### src/rtl/alu_pkg.sv
// Shared types, constants and the CRC3 helper for the mtm_alu response receiver.
package alu_pkg;

    // Serial frame: start, type, 8 payload bits, stop.
    localparam int FRAME_LEN  = 11;
    // Number of DATA frames carrying result C in a data response.
    localparam int DATA_WORDS = 4;

    typedef enum logic {
        FT_DATA = 1'b0,
        FT_CTL  = 1'b1
    } frame_type_e;

    typedef enum logic {
        ST_IDLE = 1'b0,
        ST_BITS = 1'b1
    } rx_state_e;

    // CRC3, polynomial x^3+x+1, init 0, over {C, 1'b0, flags} MSB first.
    function automatic logic [2:0] crc3(input logic [31:0] c, input logic [3:0] flags);
        logic [36:0] msg;
        logic [2:0]  crc;
        logic        fb;
        msg = {c, 1'b0, flags};
        crc = 3'b000;
        for (int i = 36; i >= 0; i--) begin
            fb  = crc[2] ^ msg[i];
            crc = {crc[1], crc[0] ^ fb, fb};
        end
        return crc;
    endfunction

endpackage

### src/rtl/mtm_alu_frame_rx.sv
// Bit-level receiver: finds a start bit, collects type + payload + stop,
// and presents the decoded frame with a one-cycle strobe on the stop-bit cycle.
module mtm_alu_frame_rx
    import alu_pkg::*;
(
    input  logic       clk,
    input  logic       rst_n,
    input  logic       i_sout,
    output logic       o_idle,
    output logic       o_strobe,
    output logic       o_type,
    output logic [7:0] o_payload,
    output logic       o_stop_ok
);

    // Bit index of the stop bit once in ST_BITS (type is index 0).
    localparam logic [3:0] LAST_BIT = 4'(FRAME_LEN - 2);

    rx_state_e  r_state;
    rx_state_e  w_state_nxt;
    logic [3:0] r_bit_cnt;
    logic [3:0] w_bit_cnt_nxt;
    logic [8:0] r_shift;
    logic [8:0] w_shift_nxt;
    logic       r_armed;

    // State, bit counter, shift register and line-armed flag.
    // NOTE: clocked state uses non-blocking assignments so every register
    // samples pre-edge values regardless of statement order.
    always_ff @(posedge clk or negedge rst_n) begin
        if (!rst_n) begin
            r_state   <= ST_IDLE;
            r_bit_cnt <= '0;
            r_shift   <= '0;
            r_armed   <= 1'b0;
        end else begin
            r_state   <= w_state_nxt;
            r_bit_cnt <= w_bit_cnt_nxt;
            r_shift   <= w_shift_nxt;
            // A line held low out of reset must not look like a start bit.
            r_armed   <= r_armed | i_sout;
        end
    end

    // Next-state logic and the frame-complete strobe.
    // NOTE: every output of this block gets a default first, so no path
    // leaves a value unassigned and no latch is inferred.
    always_comb begin
        w_state_nxt   = r_state;
        w_bit_cnt_nxt = r_bit_cnt;
        w_shift_nxt   = r_shift;
        o_strobe      = 1'b0;
        case (r_state)
            ST_IDLE: begin
                if (r_armed && !i_sout) begin
                    w_state_nxt   = ST_BITS;
                    w_bit_cnt_nxt = '0;
                end
            end
            ST_BITS: begin
                if (r_bit_cnt == LAST_BIT) begin
                    o_strobe    = 1'b1;
                    w_state_nxt = ST_IDLE;
                end else begin
                    w_shift_nxt   = {r_shift[7:0], i_sout};
                    w_bit_cnt_nxt = r_bit_cnt + 4'd1;
                end
            end
            default: w_state_nxt = ST_IDLE;
        endcase
    end

    assign o_idle    = (r_state == ST_IDLE);
    assign o_type    = r_shift[8];
    assign o_payload = r_shift[7:0];
    assign o_stop_ok = i_sout;

endmodule

### src/rtl/mtm_alu_rsp_rx.sv
// Response receiver for the mtm_alu serial output: assembles data or error
// responses from frames, checks CRC/parity, and holds the result for a
// valid/ready consumer.
module mtm_alu_rsp_rx
    import alu_pkg::*;
#(
    parameter int GAP_TIMEOUT = 64
) (
    input  logic        clk,
    input  logic        rst_n,
    input  logic        sout,
    output logic        rsp_valid,
    input  logic        rsp_ready,
    output logic        rsp_is_err,
    output logic [31:0] rsp_c,
    output logic [3:0]  rsp_flags,
    output logic [5:0]  rsp_err_flags,
    output logic        rsp_chk_ok,
    output logic        frame_err,
    output logic        overrun
);

    localparam int               GAP_W     = $clog2(GAP_TIMEOUT + 1);
    localparam logic [GAP_W-1:0] GAP_LAST  = GAP_W'(GAP_TIMEOUT - 1);
    localparam logic [2:0]       LAST_WORD = 3'(DATA_WORDS);

    logic             w_idle;
    logic             w_strobe;
    logic             w_type;
    logic [7:0]       w_payload;
    logic             w_stop_ok;

    logic [2:0]       r_word_cnt;
    logic [2:0]       w_word_cnt_nxt;
    logic [31:0]      r_c_acc;
    logic [31:0]      w_c_acc_nxt;
    logic [GAP_W-1:0] r_gap_cnt;

    logic             w_gap_hit;
    logic             w_abort;
    logic             w_done;
    logic             w_new_is_err;
    logic [31:0]      w_new_c;
    logic [3:0]       w_new_flags;
    logic [5:0]       w_new_err_flags;
    logic             w_new_chk_ok;

    mtm_alu_frame_rx u_frame_rx (
        .clk       (clk),
        .rst_n     (rst_n),
        .i_sout    (sout),
        .o_idle    (w_idle),
        .o_strobe  (w_strobe),
        .o_type    (w_type),
        .o_payload (w_payload),
        .o_stop_ok (w_stop_ok)
    );

    // Classify each completed frame against the expected word position.
    always_comb begin
        w_abort         = 1'b0;
        w_done          = 1'b0;
        w_new_is_err    = 1'b0;
        w_new_c         = '0;
        w_new_flags     = '0;
        w_new_err_flags = '0;
        w_new_chk_ok    = 1'b0;
        w_word_cnt_nxt  = r_word_cnt;
        w_c_acc_nxt     = r_c_acc;
        w_gap_hit       = w_idle && (r_word_cnt != '0) && (r_gap_cnt == GAP_LAST);

        if (w_strobe) begin
            if (!w_stop_ok) begin
                w_abort = 1'b1;
            end else if (r_word_cnt != LAST_WORD) begin
                if (w_type == FT_DATA) begin
                    w_c_acc_nxt    = {r_c_acc[23:0], w_payload};
                    w_word_cnt_nxt = r_word_cnt + 3'd1;
                end else if (r_word_cnt == '0 && w_payload[7]) begin
                    // Error response: {1, err_flags[5:0], parity}.
                    w_done          = 1'b1;
                    w_new_is_err    = 1'b1;
                    w_new_err_flags = w_payload[6:1];
                    w_new_chk_ok    = ((^w_payload[7:1]) == w_payload[0]);
                end else begin
                    w_abort = 1'b1;
                end
            end else begin
                if (w_type == FT_CTL && !w_payload[7]) begin
                    // Data response trailer: {0, flags[3:0], crc[2:0]}.
                    w_done       = 1'b1;
                    w_new_c      = r_c_acc;
                    w_new_flags  = w_payload[6:3];
                    w_new_chk_ok = (crc3(r_c_acc, w_payload[6:3]) == w_payload[2:0]);
                end else begin
                    w_abort = 1'b1;
                end
            end
        end else if (w_gap_hit) begin
            w_abort = 1'b1;
        end

        if (w_abort || w_done) begin
            w_word_cnt_nxt = '0;
        end
    end

    // Word counter and C accumulator.
    always_ff @(posedge clk or negedge rst_n) begin
        if (!rst_n) begin
            r_word_cnt <= '0;
            r_c_acc    <= '0;
        end else begin
            r_word_cnt <= w_word_cnt_nxt;
            r_c_acc    <= w_c_acc_nxt;
        end
    end

    // Consecutive idle cycles while a response is partially received.
    always_ff @(posedge clk or negedge rst_n) begin
        if (!rst_n) begin
            r_gap_cnt <= '0;
        end else if (!w_idle || r_word_cnt == '0 || w_gap_hit) begin
            r_gap_cnt <= '0;
        end else begin
            r_gap_cnt <= r_gap_cnt + GAP_W'(1);
        end
    end

    // Held response with valid/ready handshake, overrun and abort pulses.
    always_ff @(posedge clk or negedge rst_n) begin
        if (!rst_n) begin
            rsp_valid     <= 1'b0;
            rsp_is_err    <= 1'b0;
            rsp_c         <= '0;
            rsp_flags     <= '0;
            rsp_err_flags <= '0;
            rsp_chk_ok    <= 1'b0;
            frame_err     <= 1'b0;
            overrun       <= 1'b0;
        end else begin
            frame_err <= w_abort;
            overrun   <= 1'b0;
            if (w_done) begin
                if (!rsp_valid || rsp_ready) begin
                    rsp_valid     <= 1'b1;
                    rsp_is_err    <= w_new_is_err;
                    rsp_c         <= w_new_c;
                    rsp_flags     <= w_new_flags;
                    rsp_err_flags <= w_new_err_flags;
                    rsp_chk_ok    <= w_new_chk_ok;
                end else begin
                    overrun <= 1'b1;
                end
            end else if (rsp_valid && rsp_ready) begin
                rsp_valid <= 1'b0;
            end
        end
    end

endmodule

### config.mk
export PLATFORM = sky130hd
export DESIGN_NAME = mtm_alu_rsp_rx
export DESIGN_NICKNAME = d
export VERILOG_FILES = /design/src/rtl/alu_pkg.sv /design/src/rtl/mtm_alu_frame_rx.sv /design/src/rtl/mtm_alu_rsp_rx.sv
export SDC_FILE = /design/constraint.sdc
export NUM_CORES = 1
export LEC_CHECK = 0
export CORE_MARGIN = 2
export CORE_UTILIZATION = 50
export DETAILED_ROUTE_END_ITERATION = 10
export GPL_ROUTABILITY_DRIVEN = 0
export HOLD_SLACK_MARGIN = 0.15
export PLACE_DENSITY_LB_ADDON = 0.15
export SLEW_MARGIN = 20
export SYNTH_ARGS = -nofsm -noshare
export SYNTH_HDL_FRONTEND = slang
export SYNTH_SLANG_ARGS = --single-unit
### constraint.sdc
create_clock -name clk -period 3.1 [get_ports clk]
set_input_delay 0.31 -clock clk [delete_from_list [all_inputs] [get_ports clk]]
set_output_delay 0.31 -clock clk [all_outputs]
set_load 0.01 [all_outputs]
==> results.txt, run 1 <==
----------------------------------------------------
[STA]
  Final Setup Violations ... 0
  Final setup skew ... between 0.01 and 0.015 ns
  Endpoints failing hold ... 0
  Final setup margin ... slightly below 0.5 ns
  Fraction of the cycle the final worst path needs ... 0.8401
  Time the worst path needs with I/O delays and setup ... 2.604 ns
  Relative max-transition margin ... 0.5682
  Max-slew violations ... 0
  Worst Hold Margin ... 0.4706 ns
  Setup repair after global routing missed its margin ... false
  Transition at the pin with the smallest max-transition slack ... 0.6478 ns
  Sum Neg Setup Slack ... 0 ns
  Highest achievable clock rate ... around 0.38 GHz

[GRT]
  Number of antenna violations at the first check in global routing ... 0
  Overall global routing resource usage ... 0.1856
  Wire length of the first global-routing pass ... 14.82 mm
  Vias in the first global route ... between 3k and 4k
  Pin count of the biggest net entering global routing ... 55
  Overflow after GRT ... 0

[Logic synthesis]
  Most frequent cells after synthesis ... sky130_fd_sc_hd__dfrtp_1, sky130_fd_sc_hd__nand2_1, sky130_fd_sc_hd__xnor2_1, sky130_fd_sc_hd__o21ai_1, sky130_fd_sc_hd__mux2_2
  Number of flip-flops and latches in the synthesized netlist ... roughly 100
  Most common cell in the synthesized netlist ... sky130_fd_sc_hd__dfrtp_1
  Top area cells in the synthesized netlist ... sky130_fd_sc_hd__dfrtp_1, sky130_fd_sc_hd__xnor2_1, sky130_fd_sc_hd__nand2_1
  Per-instance average area after synthesis ... 11.46 µm²
  Post-synthesis instance area ... 0.004780 mm²
  Count of cell types in the netlist ... 43
  Most frequently used flop master after synthesis ... sky130_fd_sc_hd__dfrtp_1
  Synth async-reset ratio ... 1.000
  Number of cells produced by synthesis ... ~420
  Share of the synthesized area in the top cell type ... 0.5445
  Number of enable flip-flop cells after synthesis ... 0
  Number of warnings issued by yosys ... 0
  Number of nets produced by synthesis ... 426
  Leading area contributor after synthesis ... sky130_fd_sc_hd__dfrtp_1
  Sequential-to-total area share from yosys stat ... 0.5445

[CTS]
  Inserted Clock Buffers ... 9
  Insertion delay of the later-clocked pin in the worst-skew pair ... approximately 0.37 ns
  Total clock sinks ... around 100
  TritonCTS clock tree ... built
  Clock Tree Root ... sky130_fd_sc_hd__clkbuf_8
  Setup bufs post-CTS ... 0
  Number of levels in the clock H-tree ... 3
  Register clock-pin slew on the reported worst setup and hold paths ... 0.09 ns
  Clock buffer depth ... 2

[Placement]
  Placement Setup Slack ... 0.4950 ns
  HPWL after DPL ... between 6 and 7 mm
  Number of buffers inserted by port buffering ... 50

[Die]
  Total die area ... between 0.01 and 0.015 mm²
  Die Ht ... around 100 µm
  Die X ... approximately 100 µm
  IO Pins ... between 50 and 60
  Initial Utilization ... 0.5173
  Core area ... approximately 0.0092 mm²
  Cell Rows ... 35

[Layout]
  Final Util ... 0.6097
  Layout-stage area growth over the synthesis result ... 17.88%
  Total inserted antenna cells ... 0
  Nets@finish ... 474
  Fillers ... between 700 and 800
  Share of post-route cells with drive strength above 1 ... 0.1277

[Worst setup path]
  R2r startpoint ... u_frame_rx.r_bit_cnt[1]$_DFFE_PN0P_
  Launching instance or port of the critical path ... u_frame_rx.r_bit_cnt[1]$_DFFE_PN0P_
  CP required ... between 3 and 4 ns
  Crit start category ... flop
  End of the critical path ... rsp_chk_ok$_DFFE_PN0P_
  Crit. End Element ... flop
  Data arrival at the endpoint of the critical path ... roughly 2.9 ns
  Largest driver fanout on the critical path ... 29
  Capture point of the worst reg-to-reg path ... rsp_chk_ok$_DFFE_PN0P_
  Worst R2R Path Depth ... 9
  Reg-to-reg slack, setup ... roughly 0.5 ns
  Category of the most critical setup path ... reg -> reg

[Power and ir drop]
  Maximum ir drop on the vdd rail ... around 0.0006 V
  Pwr dens ... approximately 900 mW/mm²
  Static Leak ... around 2.5 nW

[Flow run]
  # Max-Cap Violations ... 0

[Detailed routing]
  Total vias in the final route ... about 3k
  Violation count after the first detailed-route iteration ... 61
  Routed wire per std cell ... between 10 and 15 µm
  DRC violations left ... 0
  Detailed-routing iteration count for the pre-antenna-repair pass ... 4
  Final Routed Wirelength ... 8.737 mm
  Vias per inst ... 5.037
  Antenna-violating nets left ... 0

[Outcome]
  Result of the run ... finished clean

[Worst hold path]
  Hold crit path type ... reg -> reg

----------------------------------------------------
## cells by family after synthesis
group,synth area share
AO/OA/AOI/OAI,0.07225
XOR/XNOR,0.1314
adder cells (fa/ha/maj),0.01309
buffers and inverters,0.02173
flip-flops,0.5445
multiplexers,0.1008
AND/OR/NAND/NOR,0.1162
## cell usage in the layout, fill, tap and decap left out, drive strengths merged
cell,netlist,layout
nor2b,3,3
dlygate4sd3,0,1
nand2,84,84
a21oi,3,3
clkdlybuf4s50,0,49
nand3,8,8
nor2,13,13
a22o,7,7
mux2,41,41
xor2,9,9
ha,5,5
a21boi,1,1
and2,1,1
and3,3,3
nand2b,3,3
bufinv,0,1
mux2i,2,2
buf,4,8
nand4,2,2
dfrtp,104,104
nand3b,1,1
or4,1,1
o41ai,1,1
or2,1,1
and3b,1,1
xnor3,4,4
or3,1,1
a22oi,1,1
o21ai,42,42
and4b,1,1
a41oi,1,1
clkinvlp,0,2
nor4,2,2
a21o,1,1
clkbuf,17,11
inv,5,7
xor3,1,1
xnor2,43,43
## worst min path at each step
stage	slack (ns)	start	cells after the start	end
CTS	0.47	r_gap_cnt[0]$_DFF_PN0_	1	r_gap_cnt[0]$_DFF_PN0_
global placement	0.38	rst_n	1	rsp_c[10]$_DFFE_PN0P_
detailed placement	0.39	rst_n	1	rsp_c[10]$_DFFE_PN0P_
global route	0.48	r_gap_cnt[0]$_DFF_PN0_	1	r_gap_cnt[0]$_DFF_PN0_
floorplan	0.01	rst_n	0	frame_err$_DFF_PN0_
finish	0.47	r_gap_cnt[0]$_DFF_PN0_	1	r_gap_cnt[0]$_DFF_PN0_
## metal layers
layer,track usage,wire length (µm),share of wire
met2,0.2940,4242,0.49
met1,0.2601,4188,0.48
met3,0.02899,161,0.018
met4,0.06861,144,0.016
met5,0,0,0
## sequential cells by signal (all words and copies together) (netlist names)
name,count
r_c_acc,32
rsp_c,32
u_frame_rx.r_shift,9
r_gap_cnt,7
rsp_err_flags,6
rsp_flags,4
u_frame_rx.r_bit_cnt,4
r_word_cnt,3
frame_err,1
overrun,1
rsp_chk_ok,1
rsp_is_err,1
rsp_valid,1
u_frame_rx.r_armed,1
u_frame_rx.r_state,1
## per-stage QoR
| stage | total power (W) | cells | cell area (µm²) |
|---|---|---|---|
| detailed placement | 0.004359 | 582 | 5420 |
| floorplan | 0.003877 | 417 | 4780 |
| global placement | 0.004284 | 582 | 5420 |
| global route | 0.005524 | 599 | 5634 |
| finish | 0.005205 | 599 | 5634 |
| CTS | 0.005250 | 599 | 5634 |
## power breakdown
part / leakage, nW / total, W / internal (W) / switching (W)
clock: 0.0966 / 0.000872 / 0.000402 / 0.000471
sequential: 1.40 / 0.00198 / 0.00161 / 0.000367
combinational: 1.00 / 0.00235 / 0.00131 / 0.00104
## cell type report
type | instances | area [µm²] | share of cell area
Multi-Input combinational cell | 287 | 2074 | 0.3682
Timing Repair Buffer | 58 | 573.1 | 0.1017
Inverter | 5 | 18.77 | 0.003331
Clock inverter | 5 | 62.56 | 0.01110
Sequential cell | 104 | 2603 | 0.4619
Tap cell | 129 | 161.4 | 0.02865
Clock buffer | 11 | 141.4 | 0.02509
## worst max-delay path, cell delays in order, from the launching register on
cell and delay (ns):
sky130_fd_sc_hd__dfrtp_1 0.42, sky130_fd_sc_hd__inv_1 0.06, sky130_fd_sc_hd__ha_1 0.16, sky130_fd_sc_hd__and4b_1 0.29
sky130_fd_sc_hd__nand2_1 0.17, sky130_fd_sc_hd__or4_2 0.84, sky130_fd_sc_hd__buf_4 0.29, sky130_fd_sc_hd__o21ai_2 0.17
sky130_fd_sc_hd__a41oi_2 0.05, sky130_fd_sc_hd__o41ai_2 0.06
## repair_timing
item | in CTS | in global routing
hold endpoints to repair | 50 | 0
gates resized for setup | 0 | 0
hold buffers | 1 | 0
No activity file was read; power rests on OpenSTA's default activity.
==> run 2: changes to the inputs <==
==> constraint.sdc (replaced) <==
create_clock -name clk -period 2.3 [get_ports clk]
set_input_delay 0.23 -clock clk [delete_from_list [all_inputs] [get_ports clk]]
set_output_delay 0.23 -clock clk [all_outputs]
set_load 0.01 [all_outputs]
==> results.txt, run 2 (synthesized netlist as in run 1, its figures left out) <==
----------------------------------------------------
[Outcome]
  Result of the run ... finished clean

[STA]
  Relative max-transition margin ... 0.6229
  Final Setup Violations ... 0
  Time the worst path needs with I/O delays and setup ... roughly 2.2 ns
  Sum Neg Setup Slack ... 0 ns
  Highest achievable clock rate ... 0.4642 GHz
  Setup repair after global routing missed its margin ... false
  Fraction of the cycle the final worst path needs ... 0.9366
  Max-slew violations ... 0
  Transition at the pin with the smallest max-transition slack ... ~0.56 ns
  Final setup skew ... approximately 0.01 ns
  Endpoints failing hold ... 0

[Worst setup path]
  Largest driver fanout on the critical path ... 7
  Cell with the most instances on the worst path ... sky130_fd_sc_hd__xnor2_2
  Crit start category ... flop
  Max stage delay on crit path ... approximately 0.54 ns
  Crit-path slowest cell ... sky130_fd_sc_hd__dfrtp_1
  Category of the most critical setup path ... reg -> reg
  Data arrival at the endpoint of the critical path ... ~2.4 ns
  Crit. End Element ... flop
  CP required ... around 2.6 ns
  Critical-path cell list ... xnor2_2 > xnor2_2 > xnor2_1 > xnor3_1 > nor2_1 > a22oi_1 > o41ai_2

[CTS]
  Insertion delay of the later-clocked pin in the worst-skew pair ... ~0.38 ns
  TritonCTS clock tree ... built
  Register clock-pin slew on the reported worst setup and hold paths ... between 0.1 and 0.15 ns
  Inserted Clock Buffers ... 9
  Total clock sinks ... ~100
  Clock Tree Root ... sky130_fd_sc_hd__clkbuf_8
  Number of levels in the clock H-tree ... 3
  Clock buffer depth ... 2

[Detailed routing]
  Detailed-routing iteration count for the pre-antenna-repair pass ... 4
  Total vias in the final route ... ~3.1k
  Final Routed Wirelength ... 8.910 mm
  Vias per inst ... roughly 5.1
  DRC violations left ... 0
  Antenna-violating nets left ... 0
  Routed wire per std cell ... between 10 and 15 µm
  Violation count after the first detailed-route iteration ... 95

[Layout]
  Total inserted antenna cells ... 0
  Largest regs ... r_c_acc x32, rsp_c x32, u_frame_rx.r_shift x9
  Leading cell types in the layout, fill and taps excluded ... sky130_fd_sc_hd__dfrtp_1, sky130_fd_sc_hd__nand2_1, sky130_fd_sc_hd__clkdlybuf4s50_1
  Nets@finish ... 485
  Post-layout instance count excluding filler cells ... ~600
  Layout Cell Area excl Fill ... 0.005756 mm²
  Share of post-route cells with drive strength above 1 ... 0.1497
  Layout-stage area growth over the synthesis result ... 20.42%
  Commonest non-fill, non-tap cell in the layout ... sky130_fd_sc_hd__dfrtp_1

[Placement]
  Dpl cells ... about 590
  HPWL after DPL ... 6.319 mm
  Placed cell area ... around 0.0055 mm²
  Number of buffers inserted by port buffering ... 50

[Die]
  Die Ht ... between 100 and 150 µm
  Cell Rows ... 35
  Initial Utilization ... 0.5173
  IO Pins ... roughly 50
  Core area ... around 0.009 mm²
  Total die area ... 0.01036 mm²
  Die X ... roughly 100 µm

[GRT]
  Overall global routing resource usage ... 0.1917
  Pin count of the biggest net entering global routing ... 45
  Overflow after GRT ... 0
  Wire length of the first global-routing pass ... about 15 mm
  Number of antenna violations at the first check in global routing ... 0
  Vias in the first global route ... 3,087

[Power and ir drop]
  Maximum ir drop on the vdd rail ... approximately 0.00095 V
  Pwr dens ... between 1000 and 1500 mW/mm²
  Static Leak ... approximately 2.6 nW

[Flow run]
  # Max-Cap Violations ... 0

[Worst hold path]
  Hold crit path type ... in -> async

----------------------------------------------------
run 2: power breakdown:
part	leakage, nW	internal, W	switching (W)	total, W
Clock	0.101	0.000548	0.000666	0.00121
Sequential	1.40	0.00217	0.000436	0.00261
Combinational	1.07	0.00186	0.00146	0.00332
run 2: worst paths after layout:
| path | start | to | slack, ns | depth (start not counted) |
|---|---|---|---|---|
| setup / recovery | u_frame_rx.r_shift[6]$_DFFE_PN0P_ | rsp_chk_ok$_DFFE_PN0P_ | 0.15 | 7 |
| hold / removal | rst_n | rsp_c[9]$_DFFE_PN0P_ | 0.37 | 2 |
| setup reg to reg | u_frame_rx.r_shift[6]$_DFFE_PN0P_ | rsp_chk_ok$_DFFE_PN0P_ | 0.15 | 7 |
| hold reg to reg | r_gap_cnt[0]$_DFF_PN0_ | r_gap_cnt[0]$_DFF_PN0_ | 0.46 | 1 |
| max in group asynchronous | rst_n | rsp_c[7]$_DFFE_PN0P_ | 1.31 | 3 |
| min in group clk | r_gap_cnt[0]$_DFF_PN0_ | r_gap_cnt[0]$_DFF_PN0_ | 0.46 | 1 |
run 2: through the flow:
stage / setup slack, ns / util / hold slack, ns / power [W]
6_report: 0.1459 / 0.6229 / 0.3659 / 0.007139
2_1_floorplan: 0.1457 / - / -0.06559 / 0.005226
3_5_place_dp: 0.03322 / 0.5982 / 0.2508 / 0.005960
3_3_place_gp: 0.08797 / 0.5982 / 0.2491 / 0.005880
5_1_grt: 0.01778 / 0.6229 / 0.4045 / 0.007617
4_1_cts: 0.01282 / 0.6222 / 0.3824 / 0.007197
run 2: cell type report:
type | instances | area (µm²)
inverter | 5 | 18.77
timing repair buffer | 69 | 684.4
tap | 129 | 161.4
fill | 774 | 3485
multi-input combinational | 287 | 2077
sequential | 104 | 2603
clock buffer | 10 | 137.6
clock inverter | 6 | 73.82
run 2: routing by layer:
layer	track usage	part of all wire
met4	0.08732	0.017
met1	0.2611	0.47
met3	0.02553	0.023
met2	0.3072	0.49
met5	0	0
run 2: critical path: cells and delay by family, from the launching register on:
family,cells,cell delay [ns]
AND/OR/NAND/NOR,1,0.12
XOR/XNOR,4,1.10
AO/OA/AOI/OAI,2,0.31
flip-flops,1,0.54
run 2: what timing repair did:
action | in CTS | in global routing
endpoints found under the setup margin | 0 | 29
buffers inserted | 0 | 0
hold buffers | 1 | 0
endpoints found under the hold margin | 37 | 0
gates resized for setup | 0 | 2
==> run 3: changes to the inputs <==
--- a/config.mk
+++ b/config.mk
@@ -10,7 +10,7 @@
 export DETAILED_ROUTE_END_ITERATION = 10
 export GPL_ROUTABILITY_DRIVEN = 0
 export HOLD_SLACK_MARGIN = 0.15
-export PLACE_DENSITY_LB_ADDON = 0.15
+export PLACE_DENSITY = 0.75
 export SLEW_MARGIN = 20
 export SYNTH_ARGS = -nofsm -noshare
 export SYNTH_HDL_FRONTEND = slang
==> results.txt, run 3 (synthesized netlist as in run 1, its figures left out) <==
----------------------------------------------------
[Outcome]
  Result of the run ... finished clean

[Detailed routing]
  Total vias in the final route ... slightly above 3k
  Antenna-violating nets left ... 0
  Detailed-routing iteration count for the pre-antenna-repair pass ... 4
  Routed wire per std cell ... 14.53 µm
  Final Routed Wirelength ... between 8 and 9 mm
  Vias per inst ... about 5
  DRC violations left ... 0
  Violation count after the first detailed-route iteration ... 84

[STA]
  Relative max-transition margin ... 0.6180
  Transition at the pin with the smallest max-transition slack ... 0.5717 ns
  Final Setup Violations ... 0
  Fraction of the cycle the final worst path needs ... 0.9301
  Sum Neg Setup Slack ... 0 ns
  Max-slew violations ... 0
  Highest achievable clock rate ... 0.4674 GHz
  Time the worst path needs with I/O delays and setup ... 2.139 ns
  Final setup skew ... 0.01120 ns
  Endpoints failing hold ... 0
  Setup repair after global routing missed its margin ... false
  Worst Hold Margin ... slightly above 0.4 ns

[CTS]
  Insertion delay of the later-clocked pin in the worst-skew pair ... roughly 0.36 ns
  Setup bufs post-CTS ... 0
  Inserted Clock Buffers ... 9
  Total clock sinks ... 104
  TritonCTS clock tree ... built
  Register clock-pin slew on the reported worst setup and hold paths ... 0.09 ns
  Number of levels in the clock H-tree ... 3
  Clock Tree Root ... sky130_fd_sc_hd__clkbuf_8
  Clock buffer depth ... 2

[GRT]
  Number of antenna violations at the first check in global routing ... 0
  Overflow after GRT ... 0
  Vias in the first global route ... between 3k and 4k
  Pin count of the biggest net entering global routing ... 47
  Wire length of the first global-routing pass ... between 15 and 20 mm
  Overall global routing resource usage ... 0.1874

[Worst setup path]
  Data arrival at the endpoint of the critical path ... about 2.4 ns
  Crit start category ... flop
  Reg-to-reg slack, setup ... between 0.15 and 0.2 ns
  CP required ... 2.55 ns
  Crit. End Element ... flop
  Category of the most critical setup path ... reg -> reg
  Largest driver fanout on the critical path ... 7

[Power and ir drop]
  Sequential cell fraction of total power ... 0.377
  Maximum ir drop on the vdd rail ... 0.0008300 V
  Static Leak ... ~2.5 nW
  Int Pwr ... ~0.0044 W
  Pwr dens ... approximately 1200 mW/mm²
  Net Switching ... 0.002483 W
  Clock network fraction of design power ... 0.141
  Combinational group share of total power ... 0.482
  Switching portion of total power ... 0.3607
  Final Total Pwr ... between 0.006 and 0.007 W

[Layout]
  Total inserted antenna cells ... 0
  Layout-stage area growth over the synthesis result ... 18.77%
  Fillers ... a little under 800
  Total area of multi-input combinational cells ... slightly above 0.002 mm²
  Largest regs ... r_c_acc x32, rsp_c x32, u_frame_rx.r_shift x9
  Commonest non-fill, non-tap cell in the layout ... sky130_fd_sc_hd__dfrtp_1
  Nets@finish ... approximately 480
  Leading cell types in the layout, fill and taps excluded ... sky130_fd_sc_hd__dfrtp_1, sky130_fd_sc_hd__nand2_1, sky130_fd_sc_hd__clkdlybuf4s50_1
  Share of post-route cells with drive strength above 1 ... 0.1363
  Storage cell area ... around 0.0026 mm²

[Die]
  Die X ... roughly 100 µm
  Total die area ... 0.01036 mm²
  IO Pins ... around 50
  Core area ... 0.009240 mm²
  Die Ht ... 101.8 µm
  Cell Rows ... 35
  Initial Utilization ... 0.5173

[Placement]
  HPWL after DPL ... ~6.2 mm
  Number of buffers inserted by port buffering ... 50

[Flow run]
  # Max-Cap Violations ... 0

[Worst hold path]
  Hold crit path type ... in -> async

----------------------------------------------------
==> run 3: cell count changes in the layout (fill, tap and decap cells not counted), sizes merged <==
cell,previous run,this run
clkinv,0,1
clkbuf,10,12
inv,8,5
buf,19,16
bufinv,1,0
==> run 3: timing repair <==
item	in CTS	in global routing
hold endpoints to repair	40	0
hold buffers	1	0
endpoints found under the setup margin	3	0
resized for setup	2	0
==> run 3: layout make-up <==
class | count | share of cell area
Clock buffer | 12 | 0.02380
Multi-Input combinational cell | 287 | 0.3659
Inverter | 5 | 0.003306
Timing Repair Buffer | 66 | 0.1166
Tap cell | 129 | 0.02843
Clock inverter | 3 | 0.003527
Sequential cell | 104 | 0.4585
==> run 3: path summary, 6_finish.rpt <==
check                      cells past startpoint                               from                       to
max                                            7  u_frame_rx.r_shift[6]$_DFFE_PN0P_   rsp_chk_ok$_DFFE_PN0P_
min                                            2                              rst_n    rsp_c[16]$_DFFE_PN0P_
max reg2reg                                    7  u_frame_rx.r_shift[6]$_DFFE_PN0P_   rsp_chk_ok$_DFFE_PN0P_
min reg2reg                                    1             r_gap_cnt[0]$_DFF_PN0_   r_gap_cnt[0]$_DFF_PN0_
max in group asynchronous                      3                              rst_n  r_c_acc[19]$_DFFE_PN0P_
min in group clk                               1             r_gap_cnt[0]$_DFF_PN0_   r_gap_cnt[0]$_DFF_PN0_
==> run 3: stage by stage <==
| step | worst slack [ns] | instances | util | cell area [µm²] |
|---|---|---|---|---|
| floorplan | 0.1457 | 417 | - | 4780 |
| global placement | 0.04340 | 590 | 0.5958 | 5505 |
| detailed placement | -0.009209 | 590 | 0.5958 | 5505 |
| CTS | 0.1240 | 606 | 0.6144 | 5677 |
| global route | 0.003902 | 606 | 0.6144 | 5677 |
| finish | 0.1607 | 606 | 0.6144 | 5677 |
==> run 3: layer usage <==
metal	track usage	routed length [µm]	share of wire	vias to the layer above
li1	-	-	-	1513
met1	0.2669	4262	0.48	1502
met2	0.2976	4241	0.48	52
met3	0.02553	204	0.023	9
met4	0.06445	96	0.011	0
met5	0	0	0	-
==> run 3: worst max-delay path, stage by stage (launching register included) <==
cell and delay (ns):
sky130_fd_sc_hd__dfrtp_1 0.51, sky130_fd_sc_hd__xnor2_1 0.25, sky130_fd_sc_hd__xnor3_1 0.41, sky130_fd_sc_hd__xor3_1 0.43
sky130_fd_sc_hd__nand2b_1 0.07, sky130_fd_sc_hd__mux2i_1 0.18, sky130_fd_sc_hd__a41oi_2 0.13, sky130_fd_sc_hd__o41ai_2 0.07
==> run 3: power by group through the flow <==
stage	clock (W)	sequential, W	combinational (W)
2_1_floorplan	0	0.00249	0.00274
3_3_place_gp	0	0.00262	0.00320
3_5_place_dp	0	0.00263	0.00333
4_1_cts	0.00100	0.00260	0.00336
5_1_grt	0.00107	0.00266	0.00363
6_report	0.000970	0.00260	0.00332
==> RTL change (settings of run 2) <==
Take the reset off `r_shift` and load it in a clocked block of its own.
--- a/src/rtl/mtm_alu_frame_rx.sv
+++ b/src/rtl/mtm_alu_frame_rx.sv
@@ -32,13 +32,15 @@
             r_state   <= ST_IDLE;
             r_bit_cnt <= '0;
-            r_shift   <= '0;
             r_armed   <= 1'b0;
         end else begin
             r_state   <= w_state_nxt;
             r_bit_cnt <= w_bit_cnt_nxt;
-            r_shift   <= w_shift_nxt;
             // A line held low out of reset must not look like a start bit.
             r_armed   <= r_armed | i_sout;
         end
+    end
+
+    always_ff @(posedge clk) begin
+        r_shift <= w_shift_nxt;
     end
 
Check against the original RTL: same outputs for any inputs over 4 cycles, from zero or initial values and one cycle with rst_n low; that may be too few to reach the edited logic, so the function may still have changed.
==> RTL change against run 2 <==
The run now ends with setup timing left. Worst setup slack worse by 370 ps. Synthesized area fell by 3.0%. Sequential cell count did not move. Core utilization up 1.5 points. Routed wire length is 1.7% higher. Count of clock-buffer cells in the layout up 3. Sequential share of layout area rose by 0.32 points. Power is 13% lower. Clock power shrank 8%. Cell area grew 1.0%. Non-clock buffer count increased by 31. Worst hold slack better by 56 ps. Combinational power is 19% lower. Largest cell class unchanged.
==> RTL change: results (changes against run 2) <==
minimum hold slack 422 ps (was 366 ps); worst-margin pin slew 649 ps (was 564 ps); placement-stage cell area 5600 sq um (was 5530 sq um); Setup crit start u_frame_rx.r_shift[3]$_DFFE_PP_ (was u_frame_rx.r_shift[6]$_DFFE_PN0P_); proportion of layout cells with a drive suffix above 1 21.6% (was 15.0%); Netlist cell types 37 (was 43); DRT Wirelength 9060 microns (was 8910 microns); top post-synthesis cells by count nand2_1, dfrtp_1, nand3_1 (was dfrtp_1, nand2_1, xnor2_1); critical path arrival 2830 ps (was 2440 ps); final worst slack -229 ps (was 146 ps); post-synthesis async set-or-reset flop share 91.3% (was 100%); Final setup viols 1 (was 0); register area share after synthesis 57.1% (was 54.5%); top cells by area, synth dfrtp_1, mux2_2, nand2_1 (was dfrtp_1, xnor2_1, nand2_1); Syn Inst Count 409 (was 417); Clk Latency, worst-skew pair 360 ps (was 380 ps); failing checks setup timing; nets@finish 513 (was 485); DP HPWL 6460 microns (was 6320 microns); met1 layer usage reported by global route 26.8% (was 26.1%); routed vias 3,152 (was 3,084); EDFF count, synth 9 (was 0); status finished with violations (was finished clean); largest net degree at the start of global routing 49 (was 45); M1 WL 4070 microns (was 4210 microns); global-route wire length before repair 15,400 microns (was 15,200 microns)
[RTL change: cells by family after synthesis]
logic type / share of synthesized area (%)
simple gates: 17.4
flops: 57.1
xor+xnor: 12.2
mux: 7.99
buf+inv: 2.19
compound gates: 1.75
fa+ha+maj: 1.35
[RTL change: final cells by class]
| class | instances | area [sq um] |
|---|---|---|
| clock buffers | 13 | 170 |
| clock inverters | 3 | 23.8 |
| fillers | 737 | 3290 |
| inverters | 7 | 26.3 |
| multi-input cells | 282 | 1890 |
| flip-flops and latches | 104 | 2650 |
| well taps | 111 | 139 |
| repair buffers | 100 | 913 |
[RTL change: power breakdown]
group,total (uW),internal [uW],leakage [uW],switching [uW]
sequential,2390,2160,0.00139,238
clock,1110,493,0.0000910,617
combinational,2680,1560,0.00143,1120
total,6180,4210,0.00291,1970
[RTL change: worst max-delay path, stage by stage (launching register included)]
cell and delay [ps]:
edfxtp_1 430, xor3_2 410, xnor3_2 230, xnor3_1 400, or2_0 240, or4_1 410, a31o_1 230, a21oi_2 120
